File: src/rtl/bus_arbiter.sv
// bus_arbiter: shares the single external memory bus between the CPU core
// and the PRC display master. Owns the address/data mux, the CPU stall, the
// PRC grant handshake and the local service of interrupt-vector reads.
module bus_arbiter #(
  parameter int MAX_PRC_BURST = 16,  // PRC transfers per grant before forced return (1..255)
  parameter int CPU_MIN_SLOTS = 2    // CPU-owned cycles between PRC grants (1..15)
) (
  input  logic        clk,
  input  logic        reset,
  input  logic [23:0] cpu_address,
  input  logic [1:0]  cpu_bus_status,
  input  logic [7:0]  cpu_write_data,
  output logic [7:0]  cpu_read_data,
  output logic        cpu_wait,
  input  logic [7:0]  irq_vector,
  output logic        irq_ack,
  input  logic        prc_req,
  output logic        prc_gnt,
  input  logic [23:0] prc_address,
  input  logic        prc_write,
  input  logic [7:0]  prc_write_data,
  output logic [7:0]  prc_read_data,
  output logic        prc_ack,
  output logic [23:0] mem_address,
  output logic [7:0]  mem_write_data,
  output logic        mem_read,
  output logic        mem_write,
  input  logic [7:0]  mem_read_data
);

  localparam logic [1:0] STATUS_IRQ   = 2'd1;
  localparam logic [1:0] STATUS_WRITE = 2'd2;
  localparam logic [1:0] STATUS_READ  = 2'd3;

  // Transfer index that closes a grant, and the slot count that lets the
  // PRC back in. The current CPU cycle counts toward the minimum, so the CPU
  // owns exactly CPU_MIN_SLOTS cycles between two back-to-back grants.
  localparam logic [7:0] BURST_LAST = 8'(MAX_PRC_BURST - 1);
  localparam logic [3:0] SLOT_SAT   = 4'(CPU_MIN_SLOTS);
  localparam logic [3:0] SLOT_LAST  = 4'(CPU_MIN_SLOTS - 1);

  typedef enum logic [1:0] {
    CPU_OWN = 2'd0,
    TO_PRC  = 2'd1,
    PRC_OWN = 2'd2,
    TO_CPU  = 2'd3
  } state_t;

  state_t     state_reg;
  logic       cpu_wait_reg;
  logic       prc_gnt_reg;
  logic       irq_ack_reg;
  logic       prc_ack_reg;
  logic       cpu_rd_tag_reg;   // previous cycle's mem_read came from the CPU
  logic       prc_rd_tag_reg;   // previous cycle's mem_read came from the PRC
  logic [7:0] burst_reg;
  logic [3:0] slot_reg;

  logic cpu_active;
  logic cpu_mem_rd;
  logic cpu_mem_wr;
  logic cpu_irq;
  logic prc_issue;
  logic slot_ok;

  // Bus mux, strobes and read-data routing for the current cycle.
  always_comb begin
    cpu_active     = (state_reg == CPU_OWN) & ~cpu_wait_reg;
    cpu_mem_rd     = cpu_active & (cpu_bus_status == STATUS_READ);
    cpu_mem_wr     = cpu_active & (cpu_bus_status == STATUS_WRITE);
    cpu_irq        = cpu_active & (cpu_bus_status == STATUS_IRQ);
    prc_issue      = (state_reg == PRC_OWN) & prc_req;
    slot_ok        = (slot_reg >= SLOT_LAST);
    mem_read       = cpu_mem_rd | (prc_issue & ~prc_write);
    mem_write      = cpu_mem_wr | (prc_issue & prc_write);
    mem_address    = cpu_address;
    mem_write_data = cpu_write_data;
    if (state_reg == PRC_OWN) begin
      mem_address    = prc_address;
      mem_write_data = prc_write_data;
    end
    // The irq vector is returned in the same cycle as the irq read, unless a
    // CPU memory read from the previous cycle is returning right now.
    cpu_read_data = (cpu_irq & ~cpu_rd_tag_reg) ? irq_vector : mem_read_data;
    prc_read_data = prc_rd_tag_reg ? mem_read_data : 8'h00;
  end

  assign cpu_wait = cpu_wait_reg;
  assign prc_gnt  = prc_gnt_reg;
  assign irq_ack  = irq_ack_reg;
  assign prc_ack  = prc_ack_reg;

  // Ownership FSM with registered handshake outputs, counters and read tags.
  always_ff @(posedge clk) begin
    if (reset) begin
      state_reg      <= CPU_OWN;
      cpu_wait_reg   <= 1'b0;
      prc_gnt_reg    <= 1'b0;
      irq_ack_reg    <= 1'b0;
      prc_ack_reg    <= 1'b0;
      cpu_rd_tag_reg <= 1'b0;
      prc_rd_tag_reg <= 1'b0;
      burst_reg      <= 8'd0;
      slot_reg       <= 4'd0;
    end else begin
      irq_ack_reg    <= cpu_irq;
      prc_ack_reg    <= prc_issue;
      cpu_rd_tag_reg <= cpu_mem_rd;
      prc_rd_tag_reg <= prc_issue & ~prc_write;
      case (state_reg)
        CPU_OWN: begin
          if (slot_reg < SLOT_SAT) begin
            slot_reg <= slot_reg + 4'd1;
          end
          // The CPU access on the bus this cycle completes; the stall starts next cycle.
          if (prc_req && slot_ok) begin
            state_reg    <= TO_PRC;
            cpu_wait_reg <= 1'b1;
          end
        end
        TO_PRC: begin
          state_reg   <= PRC_OWN;
          prc_gnt_reg <= 1'b1;
          burst_reg   <= 8'd0;
        end
        PRC_OWN: begin
          if (!prc_req) begin
            state_reg   <= TO_CPU;
            prc_gnt_reg <= 1'b0;
          end else begin
            burst_reg <= burst_reg + 8'd1;
            if (burst_reg == BURST_LAST) begin
              state_reg   <= TO_CPU;
              prc_gnt_reg <= 1'b0;
            end
          end
        end
        TO_CPU: begin
          state_reg    <= CPU_OWN;
          cpu_wait_reg <= 1'b0;
          slot_reg     <= 4'd0;
        end
        default: begin
          state_reg    <= CPU_OWN;
          cpu_wait_reg <= 1'b0;
          prc_gnt_reg  <= 1'b0;
        end
      endcase
    end
  end

endmodule

File: config.mk
export PLATFORM = sky130hd
export DESIGN_NAME = bus_arbiter
export DESIGN_NICKNAME = d
export VERILOG_FILES = /design/src/rtl/bus_arbiter.sv
export SDC_FILE = /design/constraint.sdc
export NUM_CORES = 1
export LEC_CHECK = 0
export CORE_MARGIN = 1
export CORE_UTILIZATION = 28
export DETAILED_ROUTE_END_ITERATION = 6
export GPL_TIMING_DRIVEN = 0
export PLACE_DENSITY_LB_ADDON = 0.05
export SLEW_MARGIN = 20
export SYNTH_ARGS = -nofsm -noshare
export SYNTH_HDL_FRONTEND = slang
export SYNTH_SLANG_ARGS = --single-unit
File: constraint.sdc
create_clock -name clk -period 1.7 [get_ports clk]
set_input_delay 0.255 -clock clk [delete_from_list [all_inputs] [get_ports clk]]
set_output_delay 0.255 -clock clk [all_outputs]
set_load 0.05 [all_outputs]
==> impl_metrics.env <==
export IMPL_netlist_area_mm2=0.001563
export IMPL_via_per_inst=4.698
export IMPL_synth_most_common_cell="mux2_2"
export IMPL_r2r_end="burst_reg[7]"
export IMPL_dr_pass1_iters=4
export IMPL_cts_buffers=3
export IMPL_hp_start="burst_reg[7]"
export IMPL_htree_levels=1
export IMPL_setup_tns_ns=-13.36
export IMPL_wirelength_um=5965
export IMPL_drive_above_1_share_pct=38.41
export IMPL_fin_crit_ns=2.182
export IMPL_cts_sinks=20
export IMPL_setup_violations=43
export IMPL_crit_slowest_cell="or3_4"
export IMPL_cts_tree="built"
export IMPL_dpl_worst_slack_ns=-0.8807
export IMPL_synthToLayoutAreaGrowth_pct=129.9
export IMPL_track_usage_pct=19.18
export IMPL_grt_pass1_vias=1886
export IMPL_cp_required_ns=1.44
export IMPL_antenna_found_initial=0
export IMPL_crit_fanout=8
export IMPL_netlist_top_cell_by_area="dfxtp_1"
export IMPL_skew_ns=0.003354
export IMPL_violations="setup timing"
export IMPL_pin_count=140
export IMPL_fp_dieW_um=76.71
export IMPL_end_kind="output pin"
export IMPL_max_slew_margin_pct=65.66
export IMPL_vias=1870
export IMPL_ys_seq_area_share_pct=25.62
export IMPL_clk_latency_ns=0.26
export IMPL_cp_cell_sequence="inv_2, ha_4, and2b_2, nand2_2, or3_4, mux2_4, buf_8"
export IMPL_netlist_area_leader_share_pct=25.62
export IMPL_placedCellCount=375
export IMPL_whs_path_depth=1
export IMPL_drc=0
export IMPL_rows=26
export IMPL_die_area_mm2=0.005884
export IMPL_fin_nets=424
export IMPL_ys_top_cells_by_count="32 x mux2_2, 20 x dfxtp_1, 9 x and2_1, 9 x ha_1"
export IMPL_synth_top_cells_by_area="dfxtp_1 26%, mux2_2 23%, mux2_4 7.7%"
export IMPL_drv_slew=0
export IMPL_syn_num_nets=261
export IMPL_min_to="burst_reg[7]"
export IMPL_hold_path_class="flop to flop"
export IMPL_hold_violations=0
export IMPL_ir_drop_uv=850.7
export IMPL_holdWs_ns=0.4914
export IMPL_worstReg2RegStart="state_reg[0]"
export IMPL_grt_max_degree=13
export IMPL_synth_edf_count=0
export IMPL_cap_viol_max_count=0
export IMPL_initialDrtViolationCount=42
export IMPL_path_clk_slew_ns=0.07
export IMPL_synth_seq_cells=20
export IMPL_worst_pin_slew_ns=0.5135
export IMPL_grt_first_pass_wirelength_um=9163
export IMPL_synth_cell_types=40
export IMPL_slowest_delay_ns=0.42
export IMPL_fmax_mhz=458.4
export IMPL_worst_slack_ns=-0.4817
export IMPL_diodes=0
export IMPL_leakage_nw=1.522
export IMPL_rsz0062_at_grt="true"
export IMPL_instances_no_fill=398
export IMPL_p_per_area_mw_per_mm2=1373
export IMPL_place_gp_congestion=0.8069
export IMPL_die_h_um=76.71
export IMPL_largest_register_ffs=8
export IMPL_port_buffer_count=139
export IMPL_rr_worst_depth=10
export IMPL_status="finished, violations left"
export IMPL_clock_path_buffers=2
export IMPL_total_power_mw=4.934
export IMPL_yosysWarnings=0
export IMPL_start_kind="flop"
export IMPL_grt_ovfl_total=0
export IMPL_start_util_pct=29.84
export IMPL_root_buffer="clkbuf_8"
export IMPL_ys_async_sr_fraction_pct=0
export IMPL_core_area_mm2=0.005238
export IMPL_wire_per_inst_um=14.99
export IMPL_critPathArrivalTime_ns=1.93
export IMPL_ys_flop_type="dfxtp_1"
export IMPL_detail_route_antenna_nets=0
export IMPL_synth_area_per_cell_um2=9.414
export IMPL_fin_crit_sh_pct=128.3
export IMPL_critical_path_class="flop to output pin"
export IMPL_dp_hpwl_um=4451
export IMPL_reg2reg_slack_ns=-0.14
export IMPL_synth_cells=166
[timing repair]
| item | in CTS | in global routing |
|---|---|---|
| pin swaps | 6 | 9 |
| hold buffers | 0 | 0 |
| resized for setup | 331 | 28 |
| gates cloned | 0 | 3 |
| buffers inserted | 15 | 6 |
| hold endpoints to repair | 0 | 0 |
| setup endpoints to repair | 51 | 51 |
[worst max-delay path: cells and delay by family (launching register included)]
family	cells	cell delay, ns
buf+inv	2	0.22
mux	1	0.34
fa+ha+maj	1	0.13
simple gates	3	0.64
flops	1	0.33
[metrics by stage]
step | cell area (µm²) | utilization, %
finish | 3593 | 68.61
global route | 3593 | 68.61
CTS | 3386 | 64.64
detailed placement | 3058 | 58.39
global placement | 3058 | 58.39
floorplan | 1579 | -
[how the worst max path moves through the flow]
stage / from / endpoint / slack, ns / cells past startpoint
after global routing: state_reg[1] / cpu_read_data[3] / -0.54 / 7
after CTS: state_reg[0] / cpu_read_data[3] / -0.54 / 7
after detailed placement: cpu_bus_status[0] / cpu_read_data[3] / -0.88 / 6
after global placement: cpu_bus_status[0] / cpu_read_data[3] / -0.86 / 6
final: state_reg[1] / cpu_read_data[3] / -0.48 / 7
after floorplan: state_reg[1] / cpu_read_data[0] / -0.15 / 7
[cells by family (layout without fill, tap and decap cells)]
family | count (synthesis) | in the layout | share of synthesized area (%)
AOI/OAI and AO/OA | 24 | 24 | 10.49
buffers and inverters | 16 | 178 | 4.644
muxes | 42 | 42 | 32.03
DFF | 20 | 20 | 25.62
adders and majority gates | 9 | 9 | 7.206
xor gates and xnor gates | 1 | 1 | 0.5606
and+or+nand+nor | 54 | 54 | 19.46
[layout by cell type (no fill, tap or decap), types with 6 or more instances in the layout]
master | synthesis | routed
mux2_4 | 8 | 17
clkdlybuf4s50_1 | 0 | 89
buf_4 | 0 | 14
buf_6 | 1 | 33
dfxtp_1 | 20 | 17
inv_1 | 8 | 6
ha_1 | 9 | 7
nor2_1 | 8 | 8
buf_8 | 0 | 13
nor3_1 | 6 | 6
mux2_2 | 32 | 23
and2_1 | 9 | 8
[power by group]
| part | internal (mW) | switching [mW] | total, mW |
|---|---|---|---|
| Sequential | 0.557 | 0.0618 | 0.619 |
| Combinational | 1.90 | 1.94 | 3.84 |
| Clock | 0.314 | 0.162 | 0.477 |
[routing by layer]
| metal | vias to the layer above | routed length, µm | share of wire (%) | GRT usage [%] |
|---|---|---|---|---|
| met5 | - | 0 | 0 | 0 |
| met4 | 0 | 4 | 0.067 | 0.9615 |
| met3 | 2 | 357 | 6.0 | 5.119 |
| met2 | 72 | 3284 | 55 | 37.59 |
| met1 | 871 | 2318 | 39 | 21.17 |
| li1 | 925 | - | - | - |
[layout make-up]
| type | count | area, µm² |
|---|---|---|
| plain buffers | 5 | 63.81 |
| clock buffers | 3 | 41.29 |
| clock inverters | 1 | 30.03 |
| fillers | 403 | 1644 |
| inverters | 8 | 32.53 |
| multi-input cells | 130 | 1195 |
| flip-flops and latches | 20 | 406.6 |
| well taps | 70 | 87.58 |
| repair buffers | 161 | 1737 |
Note: power is estimated with default switching activity, not from simulation.
